--- src/rtl/alu_pkg.sv ---
// Shared definitions for the ALU issue stage: datapath defaults and ALU opcodes.
package alu_pkg;

  localparam int XLEN_DEF = 32;
  localparam int NREG_DEF = 32;
  localparam int REG_AW   = $clog2(NREG_DEF);

  typedef enum logic [3:0] {
    ALU_ADD = 4'd0,
    ALU_SUB = 4'd1,
    ALU_AND = 4'd2,
    ALU_OR  = 4'd3,
    ALU_XOR = 4'd4,
    ALU_SLT = 4'd5
  } alu_op_e;

endpackage

--- src/rtl/alu_issue_stage_regfile.sv ---
// 2-read/1-write integer register file; register 0 is hardwired to zero.
module alu_issue_stage_regfile
  import alu_pkg::*;
#(
  parameter int XLEN = XLEN_DEF,
  parameter int NREG = NREG_DEF,
  localparam int AW  = $clog2(NREG)
) (
  input  logic            clk,
  input  logic            rst,
  input  logic [AW-1:0]   ra1,
  input  logic [AW-1:0]   ra2,
  output logic [XLEN-1:0] rd1,
  output logic [XLEN-1:0] rd2,
  input  logic            we,
  input  logic [AW-1:0]   wa,
  input  logic [XLEN-1:0] wd
);

  logic [XLEN-1:0] mem [NREG];

  always_ff @(posedge clk) begin
    if (rst) begin
      for (int i = 0; i < NREG; i++) mem[i] <= '0;
    end else if (we && wa != '0) begin
      mem[wa] <= wd;
    end
  end

  assign rd1 = (ra1 == '0) ? '0 : mem[ra1];
  assign rd2 = (ra2 == '0) ? '0 : mem[ra2];

endmodule

--- src/rtl/alu_issue_stage.sv ---
// Operand-issue stage: regfile read with writeback bypass, scoreboard hazard
// stall, and a registered operand/control slot presented to the ALU.
module alu_issue_stage
  import alu_pkg::*;
#(
  parameter int XLEN = XLEN_DEF,
  parameter int NREG = NREG_DEF,
  localparam int AW  = $clog2(NREG)
) (
  input  logic            clk,
  input  logic            rst,
  input  logic            in_valid,
  output logic            in_ready,
  input  logic [AW-1:0]   in_rs1,
  input  logic [AW-1:0]   in_rs2,
  input  logic [AW-1:0]   in_rd,
  input  logic [XLEN-1:0] in_imm,
  input  logic            in_use_imm,
  input  logic [3:0]      in_alu_ctrl,
  output logic            out_valid,
  input  logic            out_ready,
  output logic [XLEN-1:0] operand1,
  output logic [XLEN-1:0] operand2,
  output logic [3:0]      alu_ctrl,
  output logic [AW-1:0]   out_rd,
  input  logic            wb_en,
  input  logic [AW-1:0]   wb_rd,
  input  logic [XLEN-1:0] wb_data
);

  // Forward the in-flight writeback value when it targets this source.
  function automatic logic [XLEN-1:0] bypass(
    input logic [AW-1:0]   src,
    input logic [XLEN-1:0] rf_val,
    input logic            we,
    input logic [AW-1:0]   wa,
    input logic [XLEN-1:0] wd
  );
    if (we && wa == src && src != '0) return wd;
    return rf_val;
  endfunction

  logic [XLEN-1:0] rf_rd1, rf_rd2;
  logic [XLEN-1:0] src1_p0, src2_p0;
  logic [NREG-1:0] busy, wb_hit, busy_eff;
  logic            hazard_p0, fire_p0;

  logic            vld_p1;
  logic [XLEN-1:0] op1_p1, op2_p1;
  logic [3:0]      ctrl_p1;
  logic [AW-1:0]   rd_p1;

  alu_issue_stage_regfile #(.XLEN(XLEN), .NREG(NREG)) u_rf (
    .clk (clk),
    .rst (rst),
    .ra1 (in_rs1),
    .ra2 (in_rs2),
    .rd1 (rf_rd1),
    .rd2 (rf_rd2),
    .we  (wb_en),
    .wa  (wb_rd),
    .wd  (wb_data)
  );

  // A register whose writeback lands this cycle no longer blocks issue.
  always_comb begin
    wb_hit = '0;
    if (wb_en) wb_hit[wb_rd] = 1'b1;
  end

  assign busy_eff = busy & ~wb_hit;

  // p0: operand selection and hazard detection
  assign src1_p0 = bypass(in_rs1, rf_rd1, wb_en, wb_rd, wb_data);
  assign src2_p0 = in_use_imm ? in_imm : bypass(in_rs2, rf_rd2, wb_en, wb_rd, wb_data);

  assign hazard_p0 = in_valid &&
                     (busy_eff[in_rs1] ||
                      (!in_use_imm && busy_eff[in_rs2]) ||
                      (in_rd != '0 && busy_eff[in_rd]));

  assign in_ready = !hazard_p0 && (!vld_p1 || out_ready);
  assign fire_p0  = in_valid && in_ready;

  // Set after clear so a same-index issue and writeback leaves the register busy.
  always_ff @(posedge clk) begin
    if (rst) begin
      busy <= '0;
    end else begin
      if (wb_en && wb_rd != '0) busy[wb_rd] <= 1'b0;
      if (fire_p0 && in_rd != '0) busy[in_rd] <= 1'b1;
    end
  end

  // p1: registered issue slot facing the ALU
  always_ff @(posedge clk) begin
    if (rst) begin
      vld_p1  <= 1'b0;
      op1_p1  <= '0;
      op2_p1  <= '0;
      ctrl_p1 <= '0;
      rd_p1   <= '0;
    end else if (fire_p0) begin
      vld_p1  <= 1'b1;
      op1_p1  <= src1_p0;
      op2_p1  <= src2_p0;
      ctrl_p1 <= in_alu_ctrl;
      rd_p1   <= in_rd;
    end else if (vld_p1 && out_ready) begin
      vld_p1  <= 1'b0;
    end
  end

  assign out_valid = vld_p1;
  assign operand1  = op1_p1;
  assign operand2  = op2_p1;
  assign alu_ctrl  = ctrl_p1;
  assign out_rd    = rd_p1;

endmodule

--- config.mk ---
export PLATFORM = sky130hd
export DESIGN_NAME = alu_issue_stage
export DESIGN_NICKNAME = d
export VERILOG_FILES = /design/src/rtl/alu_pkg.sv /design/src/rtl/alu_issue_stage_regfile.sv /design/src/rtl/alu_issue_stage.sv
export SDC_FILE = /design/constraint.sdc
export NUM_CORES = 2
export LEC_CHECK = 0
export CORE_UTILIZATION = 35
export DETAILED_ROUTE_END_ITERATION = 12
export GPL_TIMING_DRIVEN = 0
export PLACE_DENSITY = 0.57
export SYNTH_ARGS = -nofsm -noshare
export SYNTH_HDL_FRONTEND = slang
export SYNTH_SLANG_ARGS = --single-unit
--- constraint.sdc ---
create_clock -name clk -period 3.2 [get_ports clk]
set_input_delay 0.48 -clock clk [delete_from_list [all_inputs] [get_ports clk]]
set_output_delay 0.48 -clock clk [all_outputs]
set_load 0.005 [all_outputs]
==> results_dict.tcl <==
set metrics [dict create \
    status "complete, but fails checks" \
    violations "capacitance limit, slew limit, setup timing" \
    wire_per_inst_um 34.99 \
    dieArea_um2 175100 \
    nNetsFinal 4748 \
    cts_max_level 3 \
    ys_seq_area_share_pct 54.14 \
    dr.first_iter.drc_count 6589 \
    slew_viol_final 18 \
    min_period_ps 3382 \
    yosys_warnings 0 \
    portBuffers 157 \
    rsz0062_at_grt "yes" \
    synth.ff_latch_count 1130 \
    fin_setup_tns_ps -9449 \
    min_path_type "in -> reg" \
    grt_max_degree 33 \
    first_global_vias 41570 \
    synth_cells 4291 \
    dr.pass1.iters 6 \
    cp_max_fo 10 \
    netlist_area_um2 60710 \
    cpPeakStageDelay_ps 700 \
    top_level_ports 169 \
    num_rows 152 \
    dpl_cell_area_um2 66240 \
    worst_ep_arrival_time_ps 4000 \
    wl_met2_mm 111.8 \
    synth_most_common_cell "edfxtp_1" \
    p_per_area_nw_per_um2 517.0 \
    vdd_drop_max_uv 479.8 \
    fillers 15960 \
    finalCritPeriodShare_pct 105.7 \
    synth.avg_cell_area_um2 14.15 \
    cts_hold_buf 0 \
    synth_cell_types 71 \
    route.detailed.drc 0 \
    drive_gt1_share_pct 21.03 \
    relSlewSlack_pct -6.537 \
    synth_edf_count 1024 \
    grt_overflow_total 0 \
    finalSetupViolations 137 \
    grtUsageTotal_pct 27.90 \
    synth.area.top_cells "edfxtp_1 51%, mux4_2 18%, and2_1 10%, mux2i_1 4.7%, dfxtp_1 3.5%" \
    hold_violations 0 \
    start_kind "input pin" \
    finClkSkew_ps 31.86 \
    drtAntennaViolNets 0 \
    design_area_um2 71250 \
    ys.flop_type "edfxtp_1" \
    core_area_um2 171900 \
    maxCapViolations 3 \
    fin_ws_ps -182.0 \
    antenna_found_initial 9 \
    cts_buffers 119 \
    leakagePower_nw 24.81 \
    path_cells "clkdlybuf4s50_1 > nor2_2 > a211o_1 > a211oi_4 > a31oi_2 > clkbuf_1 > a32oi_1 > o21ai_0 > nand2b_1 > mux2i_1" \
    start_util_pct 35.31 \
    gp_congestion 0.9461 \
    cts.sinks 1130 \
    clk-insertion-delay-late_ps 770 \
    cts_buffer_depth 3 \
    dp.cells 6822 \
    die_w_um 418.5 \
    path_class "in -> reg" \
    worstPathRequired_ps 3820 \
    synth_top_area_share_pct 50.65 \
    dp_hpwl_mm 181.9 \
    max_freq_mhz 295.7 \
    wl_mm 247.9 \
    cts-root-buf "clkbuf_16" \
    multiInputGateArea_um2 26650 \
    clk_pin_slew_ps 60 \
    viasPerCell 6.039 \
    grt_pass1_wl_mm 336.1 \
    final-instance-count-excl-fill 7084 \
    dieHeight_um 418.5 \
    yosys.area.top_type "edfxtp_1" \
    route.met3.wl_mm 24.71 \
    crit_family "compound AO/OA/AOI/OAI gates" \
    slowest_stage "a211oi_4" \
    worst_pin_slew_ps 1586 \
    async_flop_share_pct 0 \
    dr.max_layer_used "met5" \
    endpoint_kind "register" \
    cts_tree "built" \
    critical_path_buf_inv_count 2 \
    regArea_um2 32870 \
    via_count 42780 \
    area_growth_pct 17.36 \
    route.layer.met1.wl_mm 95.44 \
    synthTopCellsByCount "1,024 x edfxtp_1, 993 x and2_1, 490 x mux4_2, 374 x clkbuf_1, 285 x mux2i_1" \
]
[placed cells by master (no fill, tap or decap), types with 24 or more instances in the layout]
cell,instances
mux2i_1,285
a221oi_1,85
a22oi_1,60
o32ai_1,31
clkbuf_4,24
nand2b_1,113
o21ai_0,78
inv_1,24
nor2_1,79
conb_1,32
clkdlybuf4s50_1,150
a211o_1,34
buf_12,32
clkbuf_1,318
nand3_1,62
and2_1,992
clkbuf_2,70
a32oi_1,30
buf_6,24
nand2_1,78
clkbuf_16,125
buf_4,45
dfxtp_1,104
clkinv_1,25
mux4_2,490
edfxtp_1,1024
[power breakdown]
group / internal, mW / switching [mW]
Combinational: 2.17 / 3.25
Sequential: 16.9 / 0.422
Clock: 7.82 / 6.27
Total: 26.9 / 9.94
[worst reg2reg max path, cell delays in order, from the launching register on]
cell and delay, ps:
dfxtp_1 320, o21ai_0 140, mux4_2 540, and3_1 210
a41o_1 230, nor4_4 210, or4_1 200, clkbuf_1 280
buf_6 270, buf_6 340, mux2i_1 250
[flip-flops by register name, summed over array words and instances, names as in the netlist]
name	flops
out_valid	1
operand2	32
operand1	32
busy	32
alu_ctrl	4
out_rd	5
u_rf.mem	1024
[final cells by class]
type                    instances  area share [%]
flip-flops and latches       1130           46.14
multi-input cells            2693           37.41
clock buffers                 168           4.699
well taps                    2310           4.056
repair buffers                215           3.477
plain buffers                 468           3.375
clock inverters                58          0.6515
inverters                      27          0.1440
diodes                         15         0.05268
[layer usage]
metal  GRT usage [%]  up-vias
met5               0        -
met4           15.29        4
met3           6.582      595
met2           42.75     2704
met1           36.46    22230
li1                -    17240
[cell families after synthesis]
group,share of synthesized area [%]
AO/OA/AOI/OAI,5.803
XOR/XNOR,0.1443
buffers and inverters,3.254
flip-flops,54.14
multiplexers,22.91
other,0.006177
AND/OR/NAND/NOR,13.74
[what timing repair did]
action                     in CTS  in global routing
resized for setup             329                113
hold endpoints to repair        0                  0
buffers inserted               11                 12
setup endpoints to repair     581                105
pin swaps                      15                 19
[worst paths after layout]
check | startpoint | end | slack, ps | cells after the start
worst max-delay path | in_rs2[4] | operand2[8]$_SDFFE_PP0P_ | -180 | 10
worst min-delay path | in_rd[2] | out_rd[2]$_SDFFE_PP0P_ | 210 | 3
worst max register to register | busy[10]$_SDFF_PP0_ | operand1[1]$_SDFFE_PP0P_ | 130 | 10
worst min register to register | operand2[21]$_SDFFE_PP0P_ | operand2[21]$_SDFFE_PP0P_ | 470 | 2
[through the flow]
stage	util, %	hold slack [ps]	total power, mW	worst slack, ps
2_1_floorplan	-	450.6	20.31	-54.10
3_3_place_gp	37.98	461.0	22.64	-3421
3_5_place_dp	38.53	469.7	22.79	-2409
4_1_cts	41.18	167.2	36.64	-165.7
5_1_grt	41.42	208.2	37.52	-155.5
6_report	41.44	212.1	36.84	-182.0
No activity file was read; power rests on OpenSTA's default activity.
